`src/rtl/arbitro_memoria_if.sv`:
```
// arbitro_memoria_if: requester, response and memory-bus signals of the unified-memory arbiter
interface arbitro_memoria_if #(
  parameter int WIDTH_A = 16,
  parameter int WIDTH_D = 16
);
  logic               req_if;
  logic [WIDTH_A-1:0] addr_if;
  logic               req_d;
  logic               we_d;
  logic [WIDTH_A-1:0] addr_d;
  logic [WIDTH_D-1:0] wdata_d;
  logic               halt;
  logic               ack_if;
  logic               ack_d;
  logic [WIDTH_D-1:0] rdata;
  logic               busy;
  logic               mem_en;
  logic               mem_we;
  logic [WIDTH_A-1:0] mem_addr;
  logic [WIDTH_D-1:0] mem_wdata;
  logic [WIDTH_D-1:0] mem_rdata;
  modport slave (
    input  req_if, addr_if, req_d, we_d, addr_d, wdata_d, halt, mem_rdata,
    output ack_if, ack_d, rdata, busy, mem_en, mem_we, mem_addr, mem_wdata
  );
  modport master (
    output req_if, addr_if, req_d, we_d, addr_d, wdata_d, halt, mem_rdata,
    input  ack_if, ack_d, rdata, busy, mem_en, mem_we, mem_addr, mem_wdata
  );
endinterface

```
`src/rtl/arbitro_memoria.sv`:
```
// arbitro_memoria: round-robin fetch/data arbiter sequencing fixed-latency accesses to one shared memory
module arbitro_memoria #(
  parameter int WIDTH_A     = 16,
  parameter int WIDTH_D     = 16,
  parameter int WAIT_CYCLES = 1
) (
  input logic               clock,
  input logic               reset_n,
  arbitro_memoria_if.slave  bus
);
  localparam int CW = WAIT_CYCLES > 0 ? $clog2(WAIT_CYCLES + 1) : 1;
  typedef enum logic [1:0] {IDLE, ACCESS, RESP} state_t;
  state_t        state;
  logic [CW-1:0] cnt;
  logic          last;
  logic          gnt_if;
  logic          gnt_d;
  // last=1 means the data port was served most recently, so fetch wins the next tie
  always_comb begin
    gnt_if = !bus.halt && bus.req_if && (!bus.req_d || last);
    gnt_d  = !bus.halt && bus.req_d && !gnt_if;
  end
  always_ff @(posedge clock) begin
    if (!reset_n) begin
      state         <= IDLE;
      cnt           <= '0;
      last          <= 1'b1;
      bus.ack_if    <= 1'b0;
      bus.ack_d     <= 1'b0;
      bus.rdata     <= '0;
      bus.busy      <= 1'b0;
      bus.mem_en    <= 1'b0;
      bus.mem_we    <= 1'b0;
      bus.mem_addr  <= '0;
      bus.mem_wdata <= '0;
    end else begin
      case (state)
        IDLE: if (gnt_if || gnt_d) begin
          state         <= ACCESS;
          cnt           <= CW'(WAIT_CYCLES);
          last          <= gnt_d;
          bus.busy      <= 1'b1;
          bus.mem_en    <= 1'b1;
          bus.mem_we    <= gnt_d && bus.we_d;
          bus.mem_addr  <= gnt_d ? bus.addr_d : bus.addr_if;
          bus.mem_wdata <= gnt_d ? bus.wdata_d : bus.mem_wdata;
        end
        ACCESS: if (cnt == '0) begin
          state      <= RESP;
          bus.rdata  <= bus.mem_rdata;
          bus.mem_en <= 1'b0;
          bus.mem_we <= 1'b0;
          bus.ack_if <= !last;
          bus.ack_d  <= last;
        end else begin
          cnt <= cnt - CW'(1);
        end
        RESP: begin
          state      <= IDLE;
          bus.ack_if <= 1'b0;
          bus.ack_d  <= 1'b0;
          bus.busy   <= 1'b0;
        end
        default: state <= IDLE;
      endcase
    end
  end
endmodule

```
`src/flat_wrapper.sv`:
```
// flat-port wrapper written by rule: the top's interface ports become plain ports
module arbitro_memoria_flat 
#(
  parameter int WIDTH_A     = 16,
  parameter int WIDTH_D     = 16,
  parameter int WAIT_CYCLES = 1
)
  (clock, reset_n, bus_req_if, bus_addr_if, bus_req_d, bus_we_d, bus_addr_d, bus_wdata_d, bus_halt, bus_mem_rdata, bus_ack_if, bus_ack_d, bus_rdata, bus_busy, bus_mem_en, bus_mem_we, bus_mem_addr, bus_mem_wdata);
  arbitro_memoria_if #(.WIDTH_A(WIDTH_A), .WIDTH_D(WIDTH_D)) bus_i ();
  input logic clock;
  input logic reset_n;
  input wire logic [$bits(bus_i.req_if)-1:0] bus_req_if;
  input wire logic [$bits(bus_i.addr_if)-1:0] bus_addr_if;
  input wire logic [$bits(bus_i.req_d)-1:0] bus_req_d;
  input wire logic [$bits(bus_i.we_d)-1:0] bus_we_d;
  input wire logic [$bits(bus_i.addr_d)-1:0] bus_addr_d;
  input wire logic [$bits(bus_i.wdata_d)-1:0] bus_wdata_d;
  input wire logic [$bits(bus_i.halt)-1:0] bus_halt;
  input wire logic [$bits(bus_i.mem_rdata)-1:0] bus_mem_rdata;
  output wire logic [$bits(bus_i.ack_if)-1:0] bus_ack_if;
  output wire logic [$bits(bus_i.ack_d)-1:0] bus_ack_d;
  output wire logic [$bits(bus_i.rdata)-1:0] bus_rdata;
  output wire logic [$bits(bus_i.busy)-1:0] bus_busy;
  output wire logic [$bits(bus_i.mem_en)-1:0] bus_mem_en;
  output wire logic [$bits(bus_i.mem_we)-1:0] bus_mem_we;
  output wire logic [$bits(bus_i.mem_addr)-1:0] bus_mem_addr;
  output wire logic [$bits(bus_i.mem_wdata)-1:0] bus_mem_wdata;
  assign bus_i.req_if = bus_req_if;
  assign bus_i.addr_if = bus_addr_if;
  assign bus_i.req_d = bus_req_d;
  assign bus_i.we_d = bus_we_d;
  assign bus_i.addr_d = bus_addr_d;
  assign bus_i.wdata_d = bus_wdata_d;
  assign bus_i.halt = bus_halt;
  assign bus_i.mem_rdata = bus_mem_rdata;
  assign bus_ack_if = bus_i.ack_if;
  assign bus_ack_d = bus_i.ack_d;
  assign bus_rdata = bus_i.rdata;
  assign bus_busy = bus_i.busy;
  assign bus_mem_en = bus_i.mem_en;
  assign bus_mem_we = bus_i.mem_we;
  assign bus_mem_addr = bus_i.mem_addr;
  assign bus_mem_wdata = bus_i.mem_wdata;
  arbitro_memoria #(.WIDTH_A(WIDTH_A), .WIDTH_D(WIDTH_D), .WAIT_CYCLES(WAIT_CYCLES)) u_core (.clock(clock), .reset_n(reset_n), .bus(bus_i));
endmodule
```
`config.mk`:
```
export PLATFORM = sky130hd
export DESIGN_NAME = arbitro_memoria_flat
export DESIGN_NICKNAME = d
export VERILOG_FILES = /design/src/rtl/arbitro_memoria_if.sv /design/src/rtl/arbitro_memoria.sv /design/src/flat_wrapper.sv
export SDC_FILE = /design/constraint.sdc
export NUM_CORES = 1
export LEC_CHECK = 0
export ABC_AREA = 1
export CAP_MARGIN = 20
export CORE_UTILIZATION = 40
export DETAILED_ROUTE_END_ITERATION = 8
export PLACE_DENSITY = 0.75
export SLEW_MARGIN = 10
export SYNTH_ARGS = -nofsm -noshare
export SYNTH_HDL_FRONTEND = slang
export SYNTH_SLANG_ARGS = --single-unit
```
`constraint.sdc`:
```
create_clock -name clock -period 3.6 [get_ports clock]
set_input_delay 0.72 -clock clock [delete_from_list [all_inputs] [get_ports clock]]
set_output_delay 0.72 -clock clock [all_outputs]
set_load 0.01 [all_outputs]
```
==> results of run 1 <==
cell type report:
type / instances / area, um2 / share of cell area, %
well taps: 77 / 96.3 / 2.35
multi-input cells: 243 / 1090 / 26.7
clock inverters: 6 / 105 / 2.57
inverters: 74 / 283 / 6.91
clock buffers: 10 / 138 / 3.36
flip-flops and latches: 57 / 1140 / 27.9
repair buffers: 124 / 1240 / 30.2
cell families after synthesis:
family | count (synthesis) | share of synthesized area [%]
compound gates | 39 | 7.51
simple gates | 204 | 34.0
buf+inv | 93 | 15.1
flops | 57 | 43.3
synthesized netlist by cell type:
cell type / number
buf_1: 1
inv_1: 69
nand3_2: 11
o211ai_1: 1
buf_6: 2
nor3_1: 1
buf_2: 7
nand2_4: 2
nand2_2: 3
a21oi_1: 6
o21ai_0: 32
dfxtp_1: 57
inv_4: 2
buf_4: 2
inv_2: 3
nand2_1: 74
clkbuf_2: 1
nor2_1: 95
buf_8: 1
nor2_2: 7
clkbuf_1: 5
nand3_1: 10
nor2_4: 1
state kept, by name, indices dropped and copies added (netlist names):
| signal | flops |
|---|---|
| u_core.bus.mem_we | 1 |
| u_core.bus.mem_en | 1 |
| u_core.bus.busy | 1 |
| u_core.bus.rdata | 16 |
| u_core.bus.ack_if | 1 |
| u_core.bus.mem_wdata | 16 |
| u_core.last | 1 |
| u_core.state | 2 |
| u_core.bus.ack_d | 1 |
| u_core.cnt | 1 |
| u_core.bus.mem_addr | 16 |
power groups by stage:
stage / Clock [mW] / Sequential [mW] / Combinational [mW]
2_1_floorplan: 0 / 0.744 / 0.155
4_1_cts: 0.740 / 0.710 / 0.368
3_5_place_dp: 0 / 0.723 / 0.365
6_report: 0.727 / 0.710 / 0.364
3_3_place_gp: 0 / 0.721 / 0.360
5_1_grt: 0.776 / 0.716 / 0.405
metal layers:
layer  routed length, um  track usage (%)  up-vias
met1                2970             24.8     1139
met5                   0                0        -
li1                    -                -     1387
met4                  80             6.58        0
met3                 603             8.15        9
met2                2950             33.2       85
through the flow:
stage               hold WS, ns  total power [mW]  worst slack, ns
floorplan                 0.466             0.899             2.03
global placement          0.430              1.08            0.879
detailed placement        0.444              1.09            0.809
CTS                       0.455              1.82             1.14
global route              0.483              1.90            0.994
finish                    0.450              1.80             1.18
path summary, 6_finish.rpt:
path,startpoint,to,slack (ns),depth (start not counted)
worst max-delay path,bus_req_d,u_core.bus.mem_wdata[6],1.18,7
worst min-delay path,u_core.bus.ack_d,u_core.bus.ack_d,0.45,2
worst max register to register,u_core.last,u_core.bus.mem_wdata[6],1.72,7
worst min register to register,u_core.bus.ack_d,u_core.bus.ack_d,0.45,2
placed cells by master, fill, tap and decap left out, types with 6 or more instances in the layout:
cell             synthesis  layout
dfxtp_1                 57      57
inv_1                   69      69
nor2_2                   7       7
o21ai_0                 32      32
nand3_1                 10      10
nor2_1                  95      95
nand3_2                 11      11
clkbuf_8                 0      10
nand2_1                 74      74
a21oi_1                  6       6
clkdlybuf4s50_1          0     122
worst register-to-register path: stages, from the launching register on:
cell and delay, ns:
dfxtp_1 0.32, nand2_1 0.07, nand3_2 0.51, inv_4 0.46, nand2_4 0.19, nand2_1 0.12
inv_1 0.05, nor2_2 0.10
==> flow_summary.ini, run 1 <==
[status]
status = complete, no violations

[die]
dieArea_um2 = 6910
coreArea_um2 = 6350
die_x_um = 83.1
die_h_um = 83.1
row_count = 29
io_pins = 123
start_util_pct = 41.5

[route]
initialDrtViolationCount = 93
wirelength_um = 6610
firstDrtPassIters = 4
drc = 0
avgRoutedWirePerCell_um = 11.2
drt-vias-per-instance = 4.43
postRouteAntennaNets = 0
vias = 2620

[clock_tree]
clockBufferDepth = 2
hold_buffers = 0
clk_latency_ns = 0.33
cts_resized = 0
numClockSinks = 57
htree_num_levels = 3
cts_tree = yes
post_cts_buffers = 0
root_buffer = clkbuf_8
numCtsBuffers = 9
clk_pin_slew_ns = 0.06

[pwr]
p_comb_share_pct = 20.2
clock_power_share_pct = 40.4
swShare_pct = 24.9
seq_power_share_pct = 39.4
ir_drop_mv = 0.292
power.density_nw_per_um2 = 440
intPower_mw = 1.35
p_switching_mw = 0.449
p_leak_nw = 1.93

[timing]
fmax_ghz = 0.414
setup_viol = 0
rsz0062_at_grt = false
post-route-period-util_pct = 67.1
post-route-min-period_ns = 2.42
fin_skew_ns = 0.00263
worst_slew_pin_slew_ns = 0.673
max_slew_margin_pct = 55.1
slew_violations = 0
timing.setup.tns_ns = 0
hold_viol_final = 0

[grt]
antenna_found_initial = 0
grt_use_total_pct = 20.5
grt_max_degree = 51
grt_pass1_vias = 2522
grt_pass1_wl_um = 11400
overflow = 0

[worst_setup_path]
max_stage_delay_ns = 0.54
crit_arrival_ns = 2.68
crit_path_start_kind = input pin
crit_required_ns = 3.87
crit_path_end_kind = flip-flop
crit_chain = clkdlybuf4s50_1 -> nand3_2 -> inv_4 -> nand2_4 -> nand2_1 -> inv_1 -> nor2_2
cpMaxStageDelayCell = nand3_2
worstSetupPathType = in2reg
crit_family = buffers and inverters
path_max_fanout = 34
critPathBufInv = 3

[layout]
final_cells = 591
stdcell_area_um2 = 4090
drive_gt1_share_pct = 9.14
n_antenna_cell = 0
fillers = 559
fin_util_pct = 64.5
area_delta_synth_final_pct = 55.5
final_nets = 579

[yosys]
yosys.area.top_type = dfxtp_1
yosys_warnings = 0
ys_types = 23
yosysSeqAreaShare_pct = 43.3
synth_fp_nets = 463
netlist_instances = 393
avgSynthCellArea_um2 = 6.70
syn_area_um2 = 2630
synth-seq-cells = 57
yosysTopAreaCellShare_pct = 43.3
yosys-top-cells-area = dfxtp_1, nor2_1, nand2_1, inv_1, o21ai_0

[place]
io_buffer_count = 122
place.gp.congestion = 0.826
dp_cells = 575
dpl_cell_area_um2 = 3850
dp_hpwl_um = 4660

[flow_run]
maxCapViolations = 0

[hold_path]
min-delay-path-class = reg2reg
(Power assumes the default switching activity.)
==> inputs of run 2 (changes only) <==
- clock period: 3.6 -> 2.4 ns (I/O delays scaled with it)
==> flow_summary.ini, run 2 (same netlist as run 1, synthesis figures left out) <==
[worst_setup_path]
worstSetupPathType = in2reg
crit_path_start_kind = input pin
max_stage_delay_ns = 0.50
critPathBufInv = 3
path_max_fanout = 36
crit_family = buffers and inverters
crit_chain = clkdlybuf4s50_1 -> nand2_2 -> nand2_2 -> nand2_4 -> inv_4 -> buf_4 -> nand2_1 -> nor2_1 -> nor2_1
crit_required_ns = 2.61
crit_arrival_ns = 1.94
crit_path_end_kind = flip-flop
cpMaxStageDelayCell = clkdlybuf4s50_1
rrSetupSlack_ns = 0.94

[die]
die_h_um = 83.1
dieArea_um2 = 6910
die_x_um = 83.1
row_count = 29
io_pins = 123
start_util_pct = 41.5
coreArea_um2 = 6350

[timing]
max_slew_margin_pct = 60.8
timing.setup.tns_ns = 0
fmax_ghz = 0.580
slew_violations = 0
rsz0062_at_grt = false
worst_slew_pin_slew_ns = 0.587
hold_viol_final = 0
fin_skew_ns = 0.00588
setup_viol = 0
whs_ns = 0.467
post-route-period-util_pct = 71.8
post-route-min-period_ns = 1.72
setup_slack_ns = 0.676

[clock_tree]
numClockSinks = 57
clockBufferDepth = 2
numCtsBuffers = 9
post_cts_buffers = 0
cts_tree = yes
hold_buffers = 0
cts_resized = 0
clk_latency_ns = 0.32
clk_pin_slew_ns = 0.06
htree_num_levels = 3
root_buffer = clkbuf_8

[route]
firstDrtPassIters = 4
drc = 0
vias = 2649
drt-vias-per-instance = 4.45
wirelength_um = 6460
avgRoutedWirePerCell_um = 10.9
postRouteAntennaNets = 0
initialDrtViolationCount = 62

[layout]
stdcell_area_um2 = 4070
layout_common_cells = clkdlybuf4s50_1, nor2_1, nand2_1
final_nets = 583
n_antenna_cell = 0
drive_gt1_share_pct = 9.27
final_common_cell = clkdlybuf4s50_1
area_delta_synth_final_pct = 54.6
final_cells = 595
reg_top3 = u_core.bus.mem_addr x16, u_core.bus.mem_wdata x16, u_core.bus.rdata x16

[grt]
grt_pass1_wl_um = 11200
antenna_found_initial = 0
grt_pass1_vias = 2634
grt_use_total_pct = 19.5
grt_max_degree = 37
overflow = 0

[place]
dpl_cell_area_um2 = 3880
dp_hpwl_um = 4670
place.gp.congestion = 0.799
post-place-ws_ns = 0.326
dp_cells = 579
io_buffer_count = 122

[flow_run]
maxCapViolations = 0

[pwr]
ir_drop_mv = 0.371
p_leak_nw = 1.92
power.density_nw_per_um2 = 608

[hold_path]
min-delay-path-class = reg2reg

[status]
status = complete, no violations
run 2: cell types whose count changed in the layout (fill, tap and decap cells not counted), sizes merged:
cell and change:
bufinv -2, buf +4, clkinv -1, clkbuf +3
run 2: worst paths after layout:
path	from	end	depth (start not counted)
worst max-delay path	bus_req_d	u_core.bus.mem_addr[11]	9
worst min-delay path	u_core.bus.mem_en	u_core.bus.mem_en	2
worst max register to register	u_core.state[1]	u_core.bus.mem_addr[11]	7
worst min register to register	u_core.bus.mem_en	u_core.bus.mem_en	2
run 2: final cells by class:
type / count / area (um2)
multi-input combinational: 243 / 1090
clock buffer: 13 / 149
fill: 579 / 2280
sequential: 57 / 1140
timing repair buffer: 128 / 1270
tap: 77 / 96.3
clock inverter: 3 / 40.0
inverter: 74 / 283
run 2: stage by stage:
stage	utilization [%]	power, mW
after CTS	64.1	2.51
after global placement	61.1	1.63
after floorplan	-	1.35
after detailed placement	61.1	1.64
final	64.1	2.47
after global routing	64.1	2.62
run 2: tightest hold or removal path, delay by kind of cell, from the launching register on:
kind,cells,cell delay [ns]
flops,1,0.31
compound gates,1,0.05
simple gates,1,0.06
run 2: power breakdown:
group | leakage [nW] | internal, mW | total (mW) | switching (mW)
sequential | 0.468 | 1.03 | 1.07 | 0.0414
clock | 0.0974 | 0.506 | 0.856 | 0.350
combinational | 1.35 | 0.297 | 0.551 | 0.254
total | 1.92 | 1.83 | 2.47 | 0.645
run 2: layer usage:
| metal | GRT usage (%) | part of all wire [%] |
|---|---|---|
| met4 | 8.15 | 1.8 |
| met3 | 7.36 | 9.0 |
| met2 | 33.0 | 46 |
| met5 | 0 | 0 |
| met1 | 22.1 | 43 |
